`src/rtl/video_delay_pkg.sv`:
```
// Purpose: shared FSM state encoding and default timing constants for the button debouncer.
// Latency: n/a (types, constants and a constant helper function only).
// Backpressure: n/a.
package video_delay_pkg;

  // Debouncer FSM states. IDLE must stay at encoding 0 so the reset value reads as IDLE.
  typedef enum logic [2:0] {
    ST_IDLE         = 3'd0,
    ST_PRESS_WAIT   = 3'd1,
    ST_HELD         = 3'd2,
    ST_REPEAT       = 3'd3,
    ST_RELEASE_WAIT = 3'd4
  } db_state_t;

  // Default timing, in clk cycles.
  localparam int   DEF_DEBOUNCE_CYCLES      = 1_000_000;
  localparam int   DEF_REPEAT_DELAY_CYCLES  = 50_000_000;
  localparam int   DEF_REPEAT_PERIOD_CYCLES = 10_000_000;
  localparam logic DEF_ACTIVE_LOW           = 1'b0;

  // Largest of three values; sizes the shared cycle counter.
  function automatic int max3(input int a, input int b, input int c);
    int m;
    m = a;
    if (b > m) m = b;
    if (c > m) m = c;
    return m;
  endfunction

endpackage

```
`src/rtl/button_debouncer.sv`:
```
// Purpose: debounce a synchronized button level; emit press/release strobes and auto-repeat while held.
// Latency: press/release accepted on the edge after DEBOUNCE_CYCLES further stable samples; all outputs registered.
// Backpressure: none; strobes are one-cycle pulses that cannot be stalled.
//
// Ports:
//   clk           block clock
//   resetn        asynchronous active-low reset
//   signal_in     raw button level, already synchronized to clk
//   level_out     debounced pressed level (1 = pressed)
//   press_pulse   one-cycle strobe on accepted press
//   release_pulse one-cycle strobe on accepted release
//   repeat_pulse  one-cycle auto-repeat strobe while held
module button_debouncer
  import video_delay_pkg::*;
#(
  parameter int   DEBOUNCE_CYCLES      = DEF_DEBOUNCE_CYCLES,
  parameter int   REPEAT_DELAY_CYCLES  = DEF_REPEAT_DELAY_CYCLES,
  parameter int   REPEAT_PERIOD_CYCLES = DEF_REPEAT_PERIOD_CYCLES,
  parameter logic ACTIVE_LOW           = DEF_ACTIVE_LOW
) (
  input  logic clk,
  input  logic resetn,
  input  logic signal_in,
  output logic level_out,
  output logic press_pulse,
  output logic release_pulse,
  output logic repeat_pulse
);

  // One extra bit of headroom so the counter never wraps before any terminal count.
  localparam int CNT_W = $clog2(max3(DEBOUNCE_CYCLES, REPEAT_DELAY_CYCLES, REPEAT_PERIOD_CYCLES)) + 1;

  localparam logic [CNT_W-1:0] DEB_TC = CNT_W'(DEBOUNCE_CYCLES - 1);
  localparam logic [CNT_W-1:0] DLY_TC = CNT_W'(REPEAT_DELAY_CYCLES - 1);
  localparam logic [CNT_W-1:0] PER_TC = CNT_W'(REPEAT_PERIOD_CYCLES - 1);

  db_state_t        r_state;
  logic [CNT_W-1:0] r_cnt;
  logic             r_level;
  logic             r_press;
  logic             r_release;
  logic             r_repeat;

  db_state_t        w_state_nxt;
  logic [CNT_W-1:0] w_cnt_nxt;
  logic [CNT_W-1:0] w_cnt_inc;
  logic             w_level_nxt;
  logic             w_press_nxt;
  logic             w_release_nxt;
  logic             w_repeat_nxt;
  logic             w_pressed;

  assign w_pressed = signal_in ^ ACTIVE_LOW;
  assign w_cnt_inc = r_cnt + CNT_W'(1);

  always_ff @(posedge clk or negedge resetn) begin
    if (!resetn) begin
      r_state   <= ST_IDLE;
      r_cnt     <= '0;
      r_level   <= 1'b0;
      r_press   <= 1'b0;
      r_release <= 1'b0;
      r_repeat  <= 1'b0;
    end else begin
      r_state   <= w_state_nxt;
      r_cnt     <= w_cnt_nxt;
      r_level   <= w_level_nxt;
      r_press   <= w_press_nxt;
      r_release <= w_release_nxt;
      r_repeat  <= w_repeat_nxt;
    end
  end

  // Every transition clears the shared counter; staying in a timed state advances it.
  always_comb begin
    w_state_nxt   = r_state;
    w_cnt_nxt     = w_cnt_inc;
    w_level_nxt   = r_level;
    w_press_nxt   = 1'b0;
    w_release_nxt = 1'b0;
    w_repeat_nxt  = 1'b0;

    case (r_state)
      ST_IDLE: begin
        w_cnt_nxt = '0;
        if (w_pressed) w_state_nxt = ST_PRESS_WAIT;
      end

      ST_PRESS_WAIT: begin
        if (!w_pressed) begin
          w_state_nxt = ST_IDLE;
          w_cnt_nxt   = '0;
        end else if (r_cnt == DEB_TC) begin
          w_state_nxt = ST_HELD;
          w_cnt_nxt   = '0;
          w_level_nxt = 1'b1;
          w_press_nxt = 1'b1;
        end
      end

      // Release is checked first so a repeat terminal count on the release cycle yields no pulse.
      ST_HELD: begin
        if (!w_pressed) begin
          w_state_nxt = ST_RELEASE_WAIT;
          w_cnt_nxt   = '0;
        end else if (r_cnt == DLY_TC) begin
          w_state_nxt  = ST_REPEAT;
          w_cnt_nxt    = '0;
          w_repeat_nxt = 1'b1;
        end
      end

      ST_REPEAT: begin
        if (!w_pressed) begin
          w_state_nxt = ST_RELEASE_WAIT;
          w_cnt_nxt   = '0;
        end else if (r_cnt == PER_TC) begin
          w_cnt_nxt    = '0;
          w_repeat_nxt = 1'b1;
        end
      end

      // A bounce back to pressed returns to HELD, restarting the full repeat delay silently.
      ST_RELEASE_WAIT: begin
        if (w_pressed) begin
          w_state_nxt = ST_HELD;
          w_cnt_nxt   = '0;
        end else if (r_cnt == DEB_TC) begin
          w_state_nxt   = ST_IDLE;
          w_cnt_nxt     = '0;
          w_level_nxt   = 1'b0;
          w_release_nxt = 1'b1;
        end
      end

      default: begin
        w_state_nxt = ST_IDLE;
        w_cnt_nxt   = '0;
      end
    endcase
  end

  assign level_out     = r_level;
  assign press_pulse   = r_press;
  assign release_pulse = r_release;
  assign repeat_pulse  = r_repeat;

endmodule

```
`config.mk`:
```
export PLATFORM = sky130hd
export DESIGN_NAME = button_debouncer
export DESIGN_NICKNAME = d
export VERILOG_FILES = /design/src/rtl/video_delay_pkg.sv /design/src/rtl/button_debouncer.sv
export SDC_FILE = /design/constraint.sdc
export NUM_CORES = 1
export LEC_CHECK = 0
export ABC_CLOCK_PERIOD_IN_PS = 2600
export BUFFER_PORTS_ARGS = -buffer_cell sky130_fd_sc_hd__buf_2
export CAP_MARGIN = 20
export CORE_MARGIN = 4
export CORE_UTILIZATION = 55
export CTS_CLUSTER_DIAMETER = 120
export CTS_CLUSTER_SIZE = 12
export DETAILED_ROUTE_END_ITERATION = 8
export GPL_ROUTABILITY_DRIVEN = 0
export PLACE_DENSITY = 0.72
export SLEW_MARGIN = 25
export SYNTH_ARGS = -nofsm -noshare
export SYNTH_HDL_FRONTEND = slang
export SYNTH_SLANG_ARGS = --single-unit
```
`constraint.sdc`:
```
create_clock -name clk -period 2.6 [get_ports clk]
set_input_delay 0.39 -clock clk [delete_from_list [all_inputs] [get_ports clk]]
set_output_delay 0.39 -clock clk [all_outputs]
set_load 0.05 [all_outputs]
```
==> flow_summary.json, run 1 <==
{
  "status": "finished clean",
  "syn_to_final_growth_pct": 8.89,
  "postCtsHoldBufs": 0,
  "postLayoutCoreUtil_pct": 62.7,
  "initial_utilization_pct": 57.6,
  "ctsResizeCount": 0,
  "drv_slew": 0,
  "rows": 20,
  "ir_drop_mv": 0.272,
  "syn_inst": 176,
  "yosys.area.top_type": "dfrtp_1",
  "fin_crit_sh_pct": 92.4,
  "instances_no_fill": 235,
  "cp_cell_sequence": "or4_4, or3_1, o32a_1, a211oi_4, buf_12, nor2b_1",
  "rr_worst_depth": 6,
  "ctsLongestPathBuffers": 2,
  "cap_violations": 0,
  "synth_top_area_share_pct": 48.0,
  "timing.final.ws_setup_ns": 0.197,
  "rr_startpoint": "r_cnt[8]$_DFF_PN0_",
  "worstReg2RegEnd": "r_cnt[1]$_DFF_PN0_",
  "cp.depth": 6,
  "grt_max_degree": 35,
  "hold_path_class": "in2async",
  "tritoncts": "built",
  "rsz0062_at_grt": "false",
  "drive_gt1_share_pct": 20.4,
  "cts_root_buf": "clkbuf_4",
  "placedInstanceArea_sq_mm": 0.00187,
  "clock_latency_ns": 0.34,
  "n_antenna_cell": 0,
  "setup_viol": 0,
  "numClockSinks": 34,
  "path_class": "reg2reg",
  "whs_ns": 0.0959,
  "drtIter0Drc": 120,
  "synth.area.top_cells": "dfrtp_1 (48%), xor2_1 (8.4%), nor2_2 (6.7%), nand3_1 (4.0%), xnor2_1 (3.5%)",
  "port_buffers": 6,
  "relSlewSlack_pct": 47.7,
  "cpPeakStageDelay_ns": 0.54,
  "crit_arrival_ns": 2.64,
  "p_total_uw": 879,
  "synthFlopType": "dfrtp_1",
  "required_ns": 2.83,
  "ys_types": 38,
  "die_w_microns": 64.8,
  "p_per_area_mw_per_mm2": 455,
  "critPathCaptureType": "flip-flop",
  "worstSetupStartpointType": "flip-flop",
  "dp_cells": 227,
  "worstPathBufferInverterCount": 1,
  "syn_area_per_cell_sq_um": 10.1,
  "cts_setup_buffers": 0,
  "num_vias": 1336,
  "wire_per_inst_microns": 15.1,
  "dieArea_sq_mm": 0.00420,
  "drc": 0,
  "fin_worst_skew_ns": 0.0108,
  "viasPerCell": 5.69,
  "cp_max_fo": 27,
  "yosys_register_bits": 34,
  "grt_pass1_wl_microns": 6400,
  "grt_overflow_total": 0,
  "syn_area_sq_mm": 0.00177,
  "synth_edf_count": 0,
  "synthArstFlopShare_pct": 100,
  "fin_setup_tns_ns": 0,
  "antenna_found_initial": 0,
  "period_minus_slack_ns": 2.40,
  "grt_pass1_vias": 1370,
  "tightest_slew_ns": 0.778,
  "ant_nets": 0,
  "r2r_setup_slack_ns": 0.20,
  "clk_pin_slew_ns": 0.11,
  "nets": 194,
  "yosysWarnings": 0,
  "cts-htree-levels": 2,
  "pre_cts_slack_ns": 0.212,
  "cts_buffers": 5,
  "path_delay_family": "simple AND/OR/NAND/NOR gates",
  "critPathSlowestCell": "or4_4",
  "design_area_sq_mm": 0.00193,
  "dp_hpwl_microns": 2500,
  "synth_nets": 180,
  "die_h_microns": 64.8,
  "hold_viol": 0,
  "grt_use_total_pct": 20.0,
  "max_freq_mhz": 416,
  "power.leakage_nw": 0.804,
  "io_pins": 7,
  "drt-total-wl_microns": 3560,
  "ys_seq_area_share_pct": 48.0,
  "core_area_sq_mm": 0.00308,
  "firstDrtPassIters": 5,
  "nFillCells": 265
}
==> cells in the final DEF (no fill, tap or decap), drive strengths merged, types with 3 or more instances in the layout <==
cell | Yosys | routed
a21oi | 3 | 3
and3 | 5 | 5
buf | 2 | 9
clkbuf | 0 | 7
dfrtp | 34 | 34
inv | 5 | 5
nand2 | 7 | 7
nand3 | 14 | 14
nand4 | 9 | 9
nor2 | 35 | 35
nor3 | 7 | 7
nor4 | 3 | 3
or4 | 4 | 4
xnor2 | 7 | 7
xor2 | 17 | 17
==> where the power goes <==
group / internal, mW / switching, mW
sequential: 0.531 / 0.00323
clock: 0.131 / 0.180
combinational: 0.00856 / 0.0251
==> how the worst max path moves through the flow <==
stage	slack, ns	end	startpoint
floorplan	0.24	r_cnt[4]$_DFF_PN0_	r_cnt[8]$_DFF_PN0_
global placement	0.29	r_cnt[11]$_DFF_PN0_	r_cnt[8]$_DFF_PN0_
detailed placement	0.21	r_cnt[11]$_DFF_PN0_	r_cnt[0]$_DFF_PN0_
CTS	0.20	r_cnt[15]$_DFF_PN0_	r_cnt[0]$_DFF_PN0_
global route	0.07	r_cnt[3]$_DFF_PN0_	r_cnt[0]$_DFF_PN0_
finish	0.20	r_cnt[1]$_DFF_PN0_	r_cnt[8]$_DFF_PN0_
==> metal layers <==
metal  wire [microns]  GRT usage, %  vias up
met5                0             0        -
met4               74          7.12        0
met3              129          6.41        9
met2             1750          32.3       22
met1             1600          25.0      660
li1                 -             -      645
==> registers in the layout (all words and copies together) (netlist names) <==
| name | count |
|---|---|
| r_state | 3 |
| repeat_pulse | 1 |
| release_pulse | 1 |
| press_pulse | 1 |
| r_cnt | 27 |
| level_out | 1 |
==> layout make-up <==
cell class                 count  area [sq um]  area share (%)
clock buffer                   7          55.1            2.85
clock inverter                 1          5.00           0.259
inverter                       5          18.8           0.972
multi-input combinational    135           881            45.6
sequential                    34           851            44.1
tap                           44          55.1            2.85
timing repair buffer           9          65.1            3.37
==> worst reg2reg max path, stage by stage, from the launching register on <==
cell      delay, ns
dfrtp_1        0.42
or4_4          0.54
or3_1          0.37
o32a_1         0.36
a211oi_4       0.30
buf_12         0.24
nor2b_1        0.08
==> cells in the mapped netlist (2+ instances only) <==
cell type  instances
a21oi_1            3
and3_1             5
buf_6              2
dfrtp_1           34
inv_1              5
nand2_1            7
nand2b_1           2
nand3_1           14
nand4_1            9
nor2_1            16
nor2_2            19
nor3_1             7
nor4_1             3
or3_1              2
or4_1              3
xnor2_1            7
xor2_1            17
==> cells by family (layout without fill, tap and decap cells) <==
kind of cell	after synthesis	after routing	synth area share [%]
flops	34	34	48.0
simple gates	99	99	32.0
compound gates	11	11	5.15
xor+xnor	24	24	11.9
buf+inv	7	22	2.33
fa+ha+maj	1	1	0.706
Note: power is estimated with default switching activity, not from simulation.
==> run 2, diff against run 1 <==
--- a/config.mk
+++ b/config.mk
@@ -6,7 +6,7 @@
 export NUM_CORES = 1
 export LEC_CHECK = 0
 export ABC_CLOCK_PERIOD_IN_PS = 2600
-export BUFFER_PORTS_ARGS = -buffer_cell sky130_fd_sc_hd__buf_2
+export BUFFER_PORTS_ARGS = -buffer_cell sky130_fd_sc_hd__buf_4
 export CAP_MARGIN = 20
 export CORE_MARGIN = 4
 export CORE_UTILIZATION = 55
==> flow_summary.json, run 2 (synthesis results as in run 1) <==
{
  "status": "finished clean",
  "ctsLongestPathBuffers": 2,
  "grt_pass1_vias": 1299,
  "numClockSinks": 34,
  "final_cell_mix": "dfrtp_1 (34), nor2_2 (19), xor2_1 (17)",
  "p_int_uw": 672,
  "nets": 196,
  "worstSetupStartpointType": "flip-flop",
  "port_buffers": 6,
  "p_per_area_mw_per_mm2": 445,
  "fin_crit_sh_pct": 91.3,
  "drv_slew": 0,
  "max_freq_mhz": 421,
  "final_common_cell": "dfrtp_1",
  "io_pins": 7,
  "firstDrtPassIters": 4,
  "p_seq_share_pct": 61.2,
  "grt_max_degree": 35,
  "grt_util_met2_pct": 32.3,
  "hold_path_class": "in2reg",
  "use_met3_pct": 5.72,
  "rsz0062_at_grt": "false",
  "cp_cell_sequence": "or4_4, or3_1, o32a_1, a211oi_4, buf_12, nor2_1",
  "relSlewSlack_pct": 50.3,
  "core_area_sq_mm": 0.00308,
  "cts_root_buf": "clkbuf_4",
  "pwr-share-comb_pct": 4.1,
  "tritoncts": "built",
  "swShare_pct": 23.0,
  "clock_latency_ns": 0.34,
  "path_class": "reg2reg",
  "top_regs": "r_cnt x27, r_state x3",
  "cts_setup_buffers": 0,
  "grt.busiest_layer": "met2",
  "clockPowerShare_pct": 34.8,
  "critPathCaptureType": "flip-flop",
  "cap_violations": 0,
  "antenna_found_initial": 0,
  "drtIter0Drc": 84,
  "power.leakage_nw": 0.816,
  "path_delay_family": "simple AND/OR/NAND/NOR gates",
  "ant_nets": 0,
  "num_vias": 1321,
  "cp_max_fo": 27,
  "setup_viol": 0,
  "period_minus_slack_ns": 2.37,
  "dp_hpwl_microns": 2490,
  "use_met1_pct": 24.1,
  "fin_worst_skew_ns": 0.00370,
  "required_ns": 2.84,
  "die_h_microns": 64.8,
  "cts_buffers": 5,
  "crit_arrival_ns": 2.61,
  "p_total_uw": 873,
  "postLayoutCoreUtil_pct": 63.8,
  "grt_pass1_wl_microns": 6200,
  "whs_ns": 0.219,
  "clk_pin_slew_ns": 0.10,
  "fin_setup_tns_ns": 0,
  "grt_use_total_pct": 19.6,
  "viasPerCell": 5.57,
  "rows": 20,
  "wire_per_inst_microns": 14.4,
  "critPathSlowestCell": "or4_4",
  "largest_register": "r_cnt",
  "cpPeakStageDelay_ns": 0.54,
  "switchingPower_uw": 201,
  "largest_register_ffs": 27,
  "ir_drop_mv": 0.287,
  "cts-htree-levels": 2,
  "n_antenna_cell": 0,
  "syn_to_final_growth_pct": 10.7,
  "initial_utilization_pct": 57.6,
  "tightest_slew_ns": 0.739,
  "hold_viol": 0,
  "dieArea_sq_mm": 0.00420,
  "drc": 0,
  "die_w_microns": 64.8,
  "worstPathBufferInverterCount": 1,
  "grt_overflow_total": 0,
  "drt-total-wl_microns": 3420,
  "drive_gt1_share_pct": 20.7
}
==> run 2: cell types whose count changed in the layout (fill, tap and decap cells not counted), sizes merged <==
cell | before | now
buf | 9 | 10
dlygate4sd3 | 0 | 1
==> run 2: worst paths after layout <==
check,from,end,slack [ns],depth (start not counted)
max,r_cnt[8]$_DFF_PN0_,r_cnt[15]$_DFF_PN0_,0.23,6
min,signal_in,r_state[2]$_DFFE_PN0P_,0.22,2
max reg2reg,r_cnt[8]$_DFF_PN0_,r_cnt[15]$_DFF_PN0_,0.23,6
min reg2reg,r_cnt[0]$_DFF_PN0_,r_cnt[0]$_DFF_PN0_,0.49,1
max in group asynchronous,resetn,r_cnt[20]$_DFF_PN0_,1.77,2
min in group asynchronous,resetn,r_cnt[3]$_DFF_PN0_,0.51,2
==> run 2: worst reg2reg max path, stage by stage, from the launching register on <==
cell and delay [ns]:
dfrtp_1 0.41, or4_4 0.54, or3_1 0.36, o32a_1 0.36, a211oi_4 0.29, buf_12 0.23, nor2_1 0.08
==> run 2: what timing repair did <==
action                                  4_1_cts  5_1_grt
hold endpoints to repair                     34        0
gates resized for setup                       0        0
hold buffers                                  1        0
endpoints found under the setup margin        0        0
==> run 2: power by group through the flow <==
stage | combinational (mW) | clock (mW) | sequential, mW
after floorplan | 0.0181 | 0 | 0.544
after global placement | 0.0339 | 0 | 0.544
after detailed placement | 0.0353 | 0 | 0.544
after CTS | 0.0366 | 0.320 | 0.534
after global routing | 0.0407 | 0.344 | 0.535
final | 0.0354 | 0.304 | 0.534
==> run 2: routing by layer <==
layer / routed length, microns / up-vias
met4: 46 / 0
met1: 1500 / 632
met3: 143 / 5
met5: 0 / -
met2: 1740 / 29
li1: - / 655
==> run 2: metrics by stage <==
stage | cell area, sq um | setup slack (ns) | cells
5_1_grt | 1960 | 0.0814 | 237
3_3_place_gp | 1890 | 0.290 | 228
3_5_place_dp | 1890 | 0.243 | 228
4_1_cts | 1960 | 0.220 | 237
6_report | 1960 | 0.226 | 237
2_1_floorplan | 1770 | 0.236 | 176
==> run 2: area by class of cell <==
class	instances	area, sq um
flip-flops and latches	34	851
repair buffers	11	97.6
inverters	5	18.8
multi-input cells	135	881
fillers	275	1110
clock inverters	1	5.00
well taps	44	55.1
clock buffers	7	55.1
==> run 3, diff against run 2 <==
--- a/config.mk
+++ b/config.mk
@@ -14,6 +14,7 @@
 export CTS_CLUSTER_SIZE = 12
 export DETAILED_ROUTE_END_ITERATION = 8
 export GPL_ROUTABILITY_DRIVEN = 0
+export GPL_TIMING_DRIVEN = 0
 export PLACE_DENSITY = 0.72
 export SLEW_MARGIN = 25
 export SYNTH_ARGS = -nofsm -noshare
==> flow_summary.json, run 3 (synthesis results as in run 1) <==
{
  "status": "finished clean",
  "fin_worst_skew_ns": 0.0127,
  "grt_pass1_vias": 1343,
  "postLayoutCoreUtil_pct": 64.1,
  "grt_pass1_wl_microns": 6180,
  "ant_nets": 0,
  "dieArea_sq_mm": 0.00420,
  "setup_viol": 0,
  "dp_hpwl_microns": 2610,
  "fin_setup_tns_ns": 0,
  "wire_per_inst_microns": 15.2,
  "max_freq_mhz": 397,
  "drt-total-wl_microns": 3620,
  "cap_violations": 0,
  "port_buffers": 6,
  "drtIter0Drc": 94,
  "antenna_found_initial": 0,
  "final_cell_mix": "dfrtp_1 (34), nor2_2 (19), xor2_1 (17)",
  "worstSetupStartpointType": "flip-flop",
  "ctsLongestPathBuffers": 2,
  "clk_pin_slew_ns": 0.10,
  "cts-htree-levels": 2,
  "whs_ns": 0.239,
  "power.leakage_nw": 0.814,
  "hold_path_class": "in2reg",
  "die_w_microns": 64.8,
  "syn_to_final_growth_pct": 11.4,
  "num_vias": 1347,
  "top_regs": "r_cnt x27, r_state x3",
  "numClockSinks": 34,
  "grt_overflow_total": 0,
  "cts_root_buf": "clkbuf_4",
  "clock_latency_ns": 0.34,
  "relSlewSlack_pct": 53.2,
  "rows": 20,
  "grt_max_degree": 35,
  "period_minus_slack_ns": 2.52,
  "core_area_sq_mm": 0.00308,
  "rsz0062_at_grt": "false",
  "viasPerCell": 5.66,
  "hold_viol": 0,
  "tightest_slew_ns": 0.696,
  "critPathCaptureType": "flip-flop",
  "firstDrtPassIters": 4,
  "p_total_uw": 878,
  "tritoncts": "built",
  "io_pins": 7,
  "p_per_area_mw_per_mm2": 445,
  "drv_slew": 0,
  "cp_max_fo": 10,
  "drive_gt1_share_pct": 22.2,
  "ir_drop_mv": 0.322,
  "n_antenna_cell": 0,
  "die_h_microns": 64.8,
  "final_common_cell": "dfrtp_1",
  "pre_cts_slack_ns": -0.0471,
  "timing.final.ws_setup_ns": 0.0808,
  "drc": 0,
  "nFillCells": 261,
  "required_ns": 2.83,
  "cts_buffers": 5,
  "nets": 197,
  "largest_register_ffs": 27,
  "largest_register": "r_cnt",
  "crit_arrival_ns": 2.75,
  "grt_use_total_pct": 19.8,
  "initial_utilization_pct": 57.6,
  "fin_crit_sh_pct": 96.9,
  "path_class": "reg2reg"
}
==> run 3: what timing repair did <==
action / CTS / global route
endpoints found under the setup margin: 20 / 1
pin swaps: 1 / 0
hold buffers: 1 / 0
endpoints found under the hold margin: 34 / 0
buffers inserted: 3 / 0
resized for setup: 0 / 1
==> run 3: per-stage QoR <==
step	instances	cell area [sq um]
6_report	238	1970
5_1_grt	238	1970
4_1_cts	238	1970
3_5_place_dp	226	1870
3_3_place_gp	226	1870
2_1_floorplan	176	1770
==> run 3: critical path, cell delays in order (launching register included) <==
cell and delay (ns):
dfrtp_1 0.41, ha_1 0.20, nand3_1 0.25, nor4_1 0.65, a21boi_0 0.28, a211oi_4 0.20
buf_4 0.19, buf_6 0.18, nor2_2 0.05
==> run 3: report_power, final <==
group          internal, mW  switching [mW]
Clock                 0.130           0.173
Combinational        0.0137          0.0280
Sequential            0.531         0.00299
Total                 0.674           0.204
==> run 3: area by class of cell <==
| cell class | count | area (sq um) | share of cell area, % |
|---|---|---|---|
| multi-input cells | 135 | 886 | 44.9 |
| flip-flops and latches | 34 | 851 | 43.1 |
| repair buffers | 10 | 77.6 | 3.93 |
| well taps | 44 | 55.1 | 2.79 |
| clock buffers | 6 | 51.3 | 2.60 |
| plain buffers | 2 | 22.5 | 1.14 |
| inverters | 5 | 18.8 | 0.951 |
| clock inverters | 2 | 12.5 | 0.634 |
==> run 3: per-layer routing <==
| layer | wire (microns) | global-route usage, % | up-vias |
|---|---|---|---|
| met5 | 0 | 0 | - |
| met1 | 1580 | 23.2 | 638 |
| met2 | 1770 | 32.2 | 41 |
| met4 | 103 | 10.6 | 0 |
| met3 | 171 | 6.24 | 12 |
| li1 | - | - | 656 |
==> run 3: final timing paths <==
path,slack (ns),endpoint,depth (start not counted),from
worst max-delay path,0.08,r_cnt[23]$_DFF_PN0_,8,r_cnt[0]$_DFF_PN0_
worst min-delay path,0.24,r_state[2]$_DFFE_PN0P_,2,signal_in
worst max register to register,0.08,r_cnt[23]$_DFF_PN0_,8,r_cnt[0]$_DFF_PN0_
worst min register to register,0.50,r_cnt[0]$_DFF_PN0_,1,r_cnt[0]$_DFF_PN0_
max in group asynchronous,1.77,r_cnt[23]$_DFF_PN0_,2,resetn
min in group asynchronous,0.52,r_cnt[19]$_DFF_PN0_,2,resetn
